File: src/rtl/jt51_pm_seq.sv
// Pitch-modulation sweep sequencer: walks channels 0..7 through one shared PM adder.
// Optional `JT51_PM_SKIP_EN: channels with pms=0 skip the write cycle.
module jt51_pm_seq (
   input  logic        rst,
   input  logic        clk,
   input  logic        cen,
   input  logic        start,
   input  logic [7:0]  lfo_pm,
   input  logic [6:0]  pmd,
   output logic [2:0]  ch_addr,
   input  logic [6:0]  ch_kc,
   input  logic [5:0]  ch_kf,
   input  logic [2:0]  ch_pms,
   output logic [6:0]  pm_kc,
   output logic [5:0]  pm_kf,
   output logic [8:0]  pm_mod,
   output logic        pm_add,
   input  logic [12:0] pm_kcex,
   output logic        kcex_we,
   output logic [2:0]  kcex_ch,
   output logic [12:0] kcex,
   output logic        busy,
   output logic        done
);

   typedef enum logic [1:0] {IDLE, RD, CALC, WR} state_t;

   state_t      state_q, state_d;
   logic [2:0]  ch_q, ch_d;
   logic        pend_q, pend_d;
   logic        done_q, done_d;
   logic        snap, sweep_end;

   logic [7:0]  lfo_q;
   logic [6:0]  pmd_q;
   logic [6:0]  kc_q;
   logic [5:0]  kf_q;
   logic [8:0]  mod_q;
   logic        add_q;

   logic [6:0]  mag;
   logic [6:0]  prod;
   logic [8:0]  prod9;
   logic [8:0]  mod_c;

   always_ff @(posedge clk) begin
      if (rst) begin
         state_q <= IDLE;
         ch_q    <= '0;
         pend_q  <= 1'b0;
         done_q  <= 1'b0;
      end else if (cen) begin
         state_q <= state_d;
         ch_q    <= ch_d;
         pend_q  <= pend_d;
         done_q  <= done_d;
      end
   end

   // A start seen on the final write cycle counts as pending and restarts directly.
   always_comb begin
      state_d   = state_q;
      ch_d      = ch_q;
      pend_d    = pend_q | (start && (state_q != IDLE));
      done_d    = 1'b0;
      snap      = 1'b0;
      sweep_end = 1'b0;
      case (state_q)
         IDLE: begin
            if (start) begin
               state_d = RD;
               ch_d    = '0;
               snap    = 1'b1;
            end
         end
         RD:   state_d = CALC;
         CALC: begin
            state_d = WR;
`ifdef JT51_PM_SKIP_EN
            if (ch_pms == 3'd0) begin
               if (ch_q == 3'd7) begin
                  sweep_end = 1'b1;
               end else begin
                  ch_d    = ch_q + 3'd1;
                  state_d = RD;
               end
            end
`endif
         end
         WR: begin
            if (ch_q == 3'd7) begin
               sweep_end = 1'b1;
            end else begin
               ch_d    = ch_q + 3'd1;
               state_d = RD;
            end
         end
         default: state_d = IDLE;
      endcase
      if (sweep_end) begin
         done_d = 1'b1;
         ch_d   = '0;
         pend_d = 1'b0;
         if (pend_q || start) begin
            state_d = RD;
            snap    = 1'b1;
         end else begin
            state_d = IDLE;
         end
      end
   end

   always_comb begin
      mag = lfo_q[7] ? 7'(8'd0 - lfo_q) : lfo_q[6:0];
      if (lfo_q == 8'h80) mag = 7'd127;
      prod  = 7'(({7'd0, mag} * {7'd0, pmd_q}) >> 7);
      prod9 = {2'b00, prod};
      case (ch_pms)
         3'd0:    mod_c = '0;
         3'd1:    mod_c = prod9 >> 5;
         3'd2:    mod_c = prod9 >> 4;
         3'd3:    mod_c = prod9 >> 3;
         3'd4:    mod_c = prod9 >> 2;
         3'd5:    mod_c = prod9 >> 1;
         3'd6:    mod_c = prod9 << 2;
         default: mod_c = prod[6] ? 9'd511 : {prod[5:0], 3'b000};
      endcase
   end

   always_ff @(posedge clk) begin
      if (rst) begin
         lfo_q <= '0;
         pmd_q <= '0;
         kc_q  <= '0;
         kf_q  <= '0;
         mod_q <= '0;
         add_q <= 1'b0;
      end else if (cen) begin
         if (snap) begin
            lfo_q <= lfo_pm;
            pmd_q <= pmd;
         end
         if (state_q == CALC) begin
            kc_q  <= ch_kc;
            kf_q  <= ch_kf;
            mod_q <= mod_c;
            add_q <= ~lfo_q[7];
         end
      end
   end

   always_comb begin
      ch_addr = ch_q;
      kcex_we = (state_q == WR);
      kcex_ch = ch_q;
      kcex    = (state_q == WR) ? pm_kcex : '0;
      busy    = (state_q != IDLE);
      done    = done_q;
      pm_kc   = kc_q;
      pm_kf   = kf_q;
      pm_mod  = mod_q;
      pm_add  = add_q;
   end

endmodule

File: config.mk
export PLATFORM = sky130hd
export DESIGN_NAME = jt51_pm_seq
export DESIGN_NICKNAME = d
export VERILOG_FILES = /design/src/rtl/jt51_pm_seq.sv
export SDC_FILE = /design/constraint.sdc
export NUM_CORES = 1
export LEC_CHECK = 0
export ABC_AREA = 1
export BUFFER_PORTS_ARGS = -buffer_cell sky130_fd_sc_hd__buf_4
export CORE_UTILIZATION = 55
export DETAILED_ROUTE_END_ITERATION = 16
export GPL_ROUTABILITY_DRIVEN = 0
export PLACE_DENSITY_LB_ADDON = 0.15
export SYNTH_ARGS = -nofsm -noshare
export SYNTH_HDL_FRONTEND = slang
export SYNTH_SLANG_ARGS = --single-unit
File: constraint.sdc
create_clock -name clk -period 6.65 [get_ports clk]
set_clock_uncertainty 0.2 [all_clocks]
set_input_delay 0.3325 -clock clk [delete_from_list [all_inputs] [get_ports clk]]
set_output_delay 0.3325 -clock clk [all_outputs]
set_load 0.02 [all_outputs]
==> qor.csv, run 1 <==
stage;metric;value;unit
cells_and_area;cell area after layout;4730;µm²
yosys;cell area after synthesis;3890;µm²
route;ANT nets after route;0;
place;Detailed Place HPWL;7420;µm
route;Routed WL;9290;µm
floorplanning;die width;86.1;µm
yosys;Cells after Synth;541;
power;Pwr per Cell Area;154;nW/µm²
timing;Slew @ Worst Pin;857;ps
grt;largest net degree at the start of global routing;38;
worst_setup_path;Critical Path RT;6610;ps
clock_tree;CTS tree;done;
power;VDD IR max;0.161;mV
grt;initial antenna violation count;0;
grt;Congestion Overflow GR;0;
timing;Final setup violation count;0;
status;violated checks;DRC;
cells_and_area;Nets;735;
cells_and_area;Fillers;580;
worst_setup_path;Arr. time, crit path;5990;ps
grt;total track usage;26.3;%
clock_tree;CTS buffer count;5;
route;via count;3812;
cells_and_area;n_diodes;0;
cells_and_area;multi-input logic area;2580;µm²
cells_and_area;Layout area overhead;21.7;%
worst_setup_path;critical path fanouts, max;7;
route;DRC;2;
worst_setup_path;Worst setup SP type;flip-flop;
route;drt first-iter violations;185;
cells_and_area;final core occ;69.6;%
place;port buffer count;92;
yosys;Yosys warnings;0;
clock_tree;htree depth;2;
floorplanning;die extent in y;86.1;µm
timing;max-slew violations;0;
place;Placed Area;4630;µm²
timing;WHS;83.4;ps
timing;RSZ-0062 raised after global routing;false;
worst_setup_path;Setup Crit Path Kind;reg2reg;
cells_and_area;share of cells above drive strength 1;20.9;%
floorplanning;core area;6790;µm²
route;Routed WL per cell;12.8;µm
clock_tree;hold_buf cts;0;
cells_and_area;commonest non-fill, non-tap cell in the layout;buf_4;
yosys;EDFF count, synth;0;
yosys;Synth Net Count;649;
timing;worst rel slew slack;42.8;%
timing;Final Hold Viols;0;
clock_tree;Sink Count;45;
floorplanning;FP Rows;30;
route;vias per inst;5.27;
yosys;post-synthesis register bit count;45;
worst_setup_path;crit end category;flip-flop;
clock_tree;post-cts sizing count;0;
timing;Achievable Freq;0.166;GHz
timing;Final period util;90.6;%
yosys;Async SR Flop Fraction;0;%
route;Pre-antenna DRT Iters;11;
yosys;post-synthesis sequential area ratio;23.2;%
status;status;finished with violations;
floorplanning;die area;7410;µm²
timing;final setup TNS;0;ps
floorplanning;Initial Util;57.2;%
cells_and_area;register area;901;µm²
yosys;Primary FF master, synth;dfxtp_1;
yosys;Netlist cell types;42;
grt;wire length of the first global-routing pass;15700;µm
power;static leakage;0.00256;µW
min_path;class of the worst hold path;in2reg;
clock_tree;clk_lat worst skew;300;ps
cells_and_area;most frequent cells in the layout;94 x buf_4, 82 x nor2_1, 78 x inv_1;
grt;vias in the first global route;3525;
floorplanning;IO Pins;93;
clock_tree;clock buffer depth;2;
job;number of max-cap violations;0;
clock_tree;Root Buffer;clkbuf_8;
clock_tree;CTS clk-pin slew, worst paths;90;ps
yosys;Synth Area per Inst;7.19;µm²
timing;Final Critical Period;6030;ps
clock_tree;Post-CTS Setup Bufs;0;
stage by stage:
stage	total power [µW]	instances	setup WS (ps)
floorplan	453	541	1110
global placement	526	716	974
detailed placement	531	716	760
CTS	732	723	727
global route	774	723	268
finish	729	723	623
area by class of cell:
class	instances	share of cell area [%]
clock buffers	5	1.45
inverters	84	6.66
well taps	96	2.54
flip-flops and latches	45	19.0
repair buffers	94	14.9
clock inverters	2	0.741
multi-input cells	397	54.6
layer usage:
layer	up-vias	global-route usage [%]	share of wire, %
met5	-	0	0
met3	12	5.39	5.3
met4	0	4.24	0.99
met2	109	45.7	49
met1	1779	34.3	45
li1	1912	-	-
Yosys cell counts (4+ instances only):
cell type | number | area [µm²]
fa_1 | 23 | 460
nand2_1 | 76 | 285
nor3_1 | 10 | 50.1
nand2_2 | 11 | 68.8
a21oi_1 | 36 | 180
dfxtp_1 | 45 | 901
ha_1 | 37 | 463
nor2_1 | 82 | 308
nand3_1 | 34 | 170
o21ai_0 | 47 | 235
nand4_1 | 6 | 37.5
inv_2 | 4 | 15.0
clkbuf_1 | 8 | 30.0
inv_1 | 78 | 293
worst paths after layout:
kind | end | cells after the start | start | slack, ps
max | pm_mod[7] | 24 | lfo_q[0] | 620
min | pm_kc[6] | 3 | ch_kc[6] | 80
max reg2reg | pm_mod[7] | 24 | lfo_q[0] | 620
min reg2reg | pm_mod[3] | 2 | pm_mod[3] | 270
where the power goes:
| part | total (µW) | switching, µW | internal [µW] |
|---|---|---|---|
| clock network | 201 | 91.5 | 109 |
| logic | 229 | 139 | 89.7 |
| registers | 300 | 12.4 | 287 |
state kept, by name, indices dropped and copies added (netlist names):
signal   cells
pmd_q        7
pm_add       1
pend_q       1
pm_kf        6
done         1
lfo_q        8
pm_kc        7
state_q      2
pm_mod       9
ch_addr      3
critical path, cell delays in order, from the launching register on:
cell and delay [ps]:
dfxtp_1 380, inv_1 110, ha_1 220, nand2_1 80
o21ai_0 120, or2_2 310, a21oi_1 140, buf_4 170
nor2_1 60, fa_1 520, inv_1 50, fa_1 490
inv_1 60, fa_1 540, inv_1 60, fa_1 530
inv_1 40, ha_1 310, a21oi_1 220, o21ai_0 180
a211oi_1 320, nand3_1 260, and2_1 250, o21ai_0 160
a31oi_1 100
logic make-up (layout without fill, tap and decap cells):
family | Yosys count | in the layout | synth area share, %
buffers and inverters | 99 | 185 | 10.4
XOR/XNOR | 3 | 3 | 0.676
adder cells (fa/ha/maj) | 60 | 60 | 23.7
flip-flops | 45 | 45 | 23.2
AND/OR/NAND/NOR | 235 | 235 | 27.9
AO/OA/AOI/OAI | 99 | 99 | 14.1
(Power assumes the default switching activity.)
==> run 2, diff against run 1 <==
--- a/config.mk
+++ b/config.mk
@@ -7,9 +7,12 @@
 export LEC_CHECK = 0
 export ABC_AREA = 1
 export BUFFER_PORTS_ARGS = -buffer_cell sky130_fd_sc_hd__buf_4
+export CAP_MARGIN = 20
+export CORE_MARGIN = 3
 export CORE_UTILIZATION = 55
 export DETAILED_ROUTE_END_ITERATION = 16
 export GPL_ROUTABILITY_DRIVEN = 0
+export GPL_TIMING_DRIVEN = 0
 export PLACE_DENSITY_LB_ADDON = 0.15
 export SYNTH_ARGS = -nofsm -noshare
 export SYNTH_HDL_FRONTEND = slang
==> qor.csv, run 2 (synthesis gave the netlist of run 1 again) <==
stage;metric;value;unit;change
timing;Final setup violation count;0;;unchanged
clock_tree;hold_buf cts;0;;unchanged
cells_and_area;Layout area overhead;23.5;%;
power;static leakage;0.00260;µW;+1.3%
job;number of max-cap violations;0;;unchanged
grt;total track usage;24.9;%;-1.4 points
timing;Achievable Freq;0.161;GHz;-3.0%
power;VDD IR max;0.134;mV;-16%
power;Net Sw Frac;34.0;%;+0.70 points
power;Comb power frac;32.1;%;+0.7 points
route;Pre-antenna DRT Iters;4;;-7
worst_setup_path;crit path max-delay cell type;fa_1;;
cells_and_area;commonest non-fill, non-tap cell in the layout;buf_4;;
worst_setup_path;reg2reg start;lfo_q[0];;
grt;largest net degree at the start of global routing;14;;-63%
cells_and_area;n_diodes;0;;unchanged
power;Clock power frac;27.4;%;about the same
worst_setup_path;Worst setup SP type;flip-flop;;
clock_tree;CTS tree;done;;
worst_setup_path;CP startpoint;lfo_q[0];;
timing;final setup TNS;0;ps;unchanged
cells_and_area;register area;901;µm²;unchanged
floorplanning;die area;8120;µm²;+9.5%
route;DRC;0;;-2
worst_setup_path;reg2reg setup slack;440;ps;-190 ps
min_path;Hold EP;pm_mod[8];;
timing;Slew @ Worst Pin;747;ps;-111 ps
floorplanning;die width;90.1;µm;+4.6%
clock_tree;Root Buffer;clkbuf_8;;
clock_tree;clk_lat worst skew;300;ps;about the same
route;drt first-iter violations;166;;-10%
power;Pwr per Cell Area;154;nW/µm²;-0.14%
worst_setup_path;buffers and inverters on the worst path;5;;-1
worst_setup_path;Setup Crit Path Kind;reg2reg;;
cells_and_area;share of cells above drive strength 1;21.1;%;+0.23 points
clock_tree;htree depth;2;;unchanged
route;via count;3931;;+3.1%
cells_and_area;Nets;747;;+1.6%
floorplanning;IO Pins;93;;unchanged
power;Pint;488;µW;+0.34%
worst_setup_path;critical path fanouts, max;7;;unchanged
clock_tree;Sink Count;45;;unchanged
route;Routed WL per cell;13.8;µm;+7.7%
worst_setup_path;critical-path cell list;inv_1 -> ha_1 -> nand2_1 -> o21ai_0 -> or2_2 -> a21oi_2 -> nor2_1 -> fa_1 -> inv_1 -> fa_1 -> inv_1 -> fa_1 -> inv_1 -> fa_1 -> inv_1 -> ha_1 -> a21oi_1 -> o21ai_0 -> a211oi_1 -> nand3_1 -> and2_1 -> o21ai_0 -> a31oi_1;;
grt;vias in the first global route;3795;;+7.7%
timing;Final Hold Viols;0;;unchanged
power;part of the power in registers;40.5;%;-0.6 points
floorplanning;core area;6830;µm²;+0.55%
worst_setup_path;Critical Path RT;6620;ps;about the same
timing;WHS;66.2;ps;-17.2 ps
route;vias per inst;5.35;;+1.4%
cells_and_area;Fillers;600;;+3.4%
cells_and_area;multi-input logic area;2590;µm²;+0.29%
floorplanning;Initial Util;56.9;%;-0.31 points
place;Detailed Place HPWL;8210;µm;+11%
worst_setup_path;Arr. time, crit path;6180;ps;+190 ps
min_path;class of the worst hold path;in2reg;;
floorplanning;FP Rows;30;;unchanged
clock_tree;CTS clk-pin slew, worst paths;80;ps;about the same
clock_tree;CTS buffer count;5;;unchanged
worst_setup_path;cell mode on critical path;inv_1;;
timing;worst rel slew slack;49.8;%;+7.1 points
worst_setup_path;crit-path max cell delay;550;ps;about the same
timing;Final period util;93.4;%;+2.8 points
route;ANT nets after route;0;;unchanged
min_path;WHS Path Cells;2;;-1
status;status;completed;;
grt;initial antenna violation count;0;;unchanged
timing;RSZ-0062 raised after global routing;false;;
grt;Congestion Overflow GR;0;;unchanged
cells_and_area;most frequent cells in the layout;94 x buf_4, 82 x nor2_1, 78 x inv_1;;
route;Routed WL;10200;µm;+9.5%
worst_setup_path;crit end category;flip-flop;;
timing;Final Critical Period;6210;ps;+186 ps
cells_and_area;Largest register FFs;9;;unchanged
worst_setup_path;depth of the worst register-to-register path;23;;-4.2%
floorplanning;die extent in y;90.1;µm;+4.6%
timing;max-slew violations;0;;unchanged
grt;wire length of the first global-routing pass;17000;µm;+8.5%
clock_tree;clock buffer depth;2;;unchanged
worst_setup_path;worst flop-to-flop path endpoint;pm_mod[7];;
worst_setup_path;delay-heaviest family, CP;adder cells;;
power;P_sw;252;µW;+3.5%
min_path;Hold Path Origin;rst;;
place;port buffer count;91;;-1.1%
[run 2: cell types whose count changed in the layout (fill, tap and decap cells not counted), sizes merged]
cell and change:
dlymetal6s2s +1, clkbuf +9, buf +2
[run 2: how the worst max path moves through the flow]
stage / end / cells past startpoint
6_report: pm_mod[7] / 23
3_3_place_gp: pm_mod[7] / 23
3_5_place_dp: pm_mod[7] / 23
4_1_cts: pm_mod[7] / 23
5_1_grt: pm_mod[2] / 30
2_1_floorplan: pm_mod[8] / 28
[run 2: cell type report]
cell class,count,area share (%)
inverters,84,6.56
clock buffers,5,1.43
flip-flops and latches,45,18.8
repair buffers,91,14.2
multi-input cells,397,54.0
plain buffers,15,1.82
clock inverters,2,0.729
well taps,96,2.50
[run 2: stage by stage]
| step | total power (µW) | setup slack (ps) | utilization [%] | instance area, µm² | std cells |
|---|---|---|---|---|---|
| 2_1_floorplan | 453 | 1110 | - | 3890 | 541 |
| 3_3_place_gp | 530 | 514 | 68.7 | 4690 | 728 |
| 3_5_place_dp | 539 | 330 | 68.7 | 4690 | 728 |
| 4_1_cts | 741 | 287 | 70.2 | 4800 | 735 |
| 5_1_grt | 781 | 67.9 | 70.3 | 4800 | 735 |
| 6_report | 739 | 437 | 70.3 | 4800 | 735 |
[run 2: power groups by stage]
stage / clock (µW) / combinational [µW] / sequential (µW)
floorplan: 0 / 139 / 314
CTS: 205 / 236 / 299
detailed placement: 0 / 234 / 305
global route: 216 / 263 / 302
finish: 202 / 237 / 300
global placement: 0 / 226 / 305
[run 2: what timing repair did]
item / in CTS / in global routing
buffers inserted: 0 / 0
gates resized for setup: 0 / 2
setup endpoints to repair: 0 / 7
[run 2: routing by layer]
metal,track usage [%],part of all wire (%)
met5,0,0
met4,6.38,1.6
met3,4.85,6.3
met2,42.6,50
met1,32.2,42
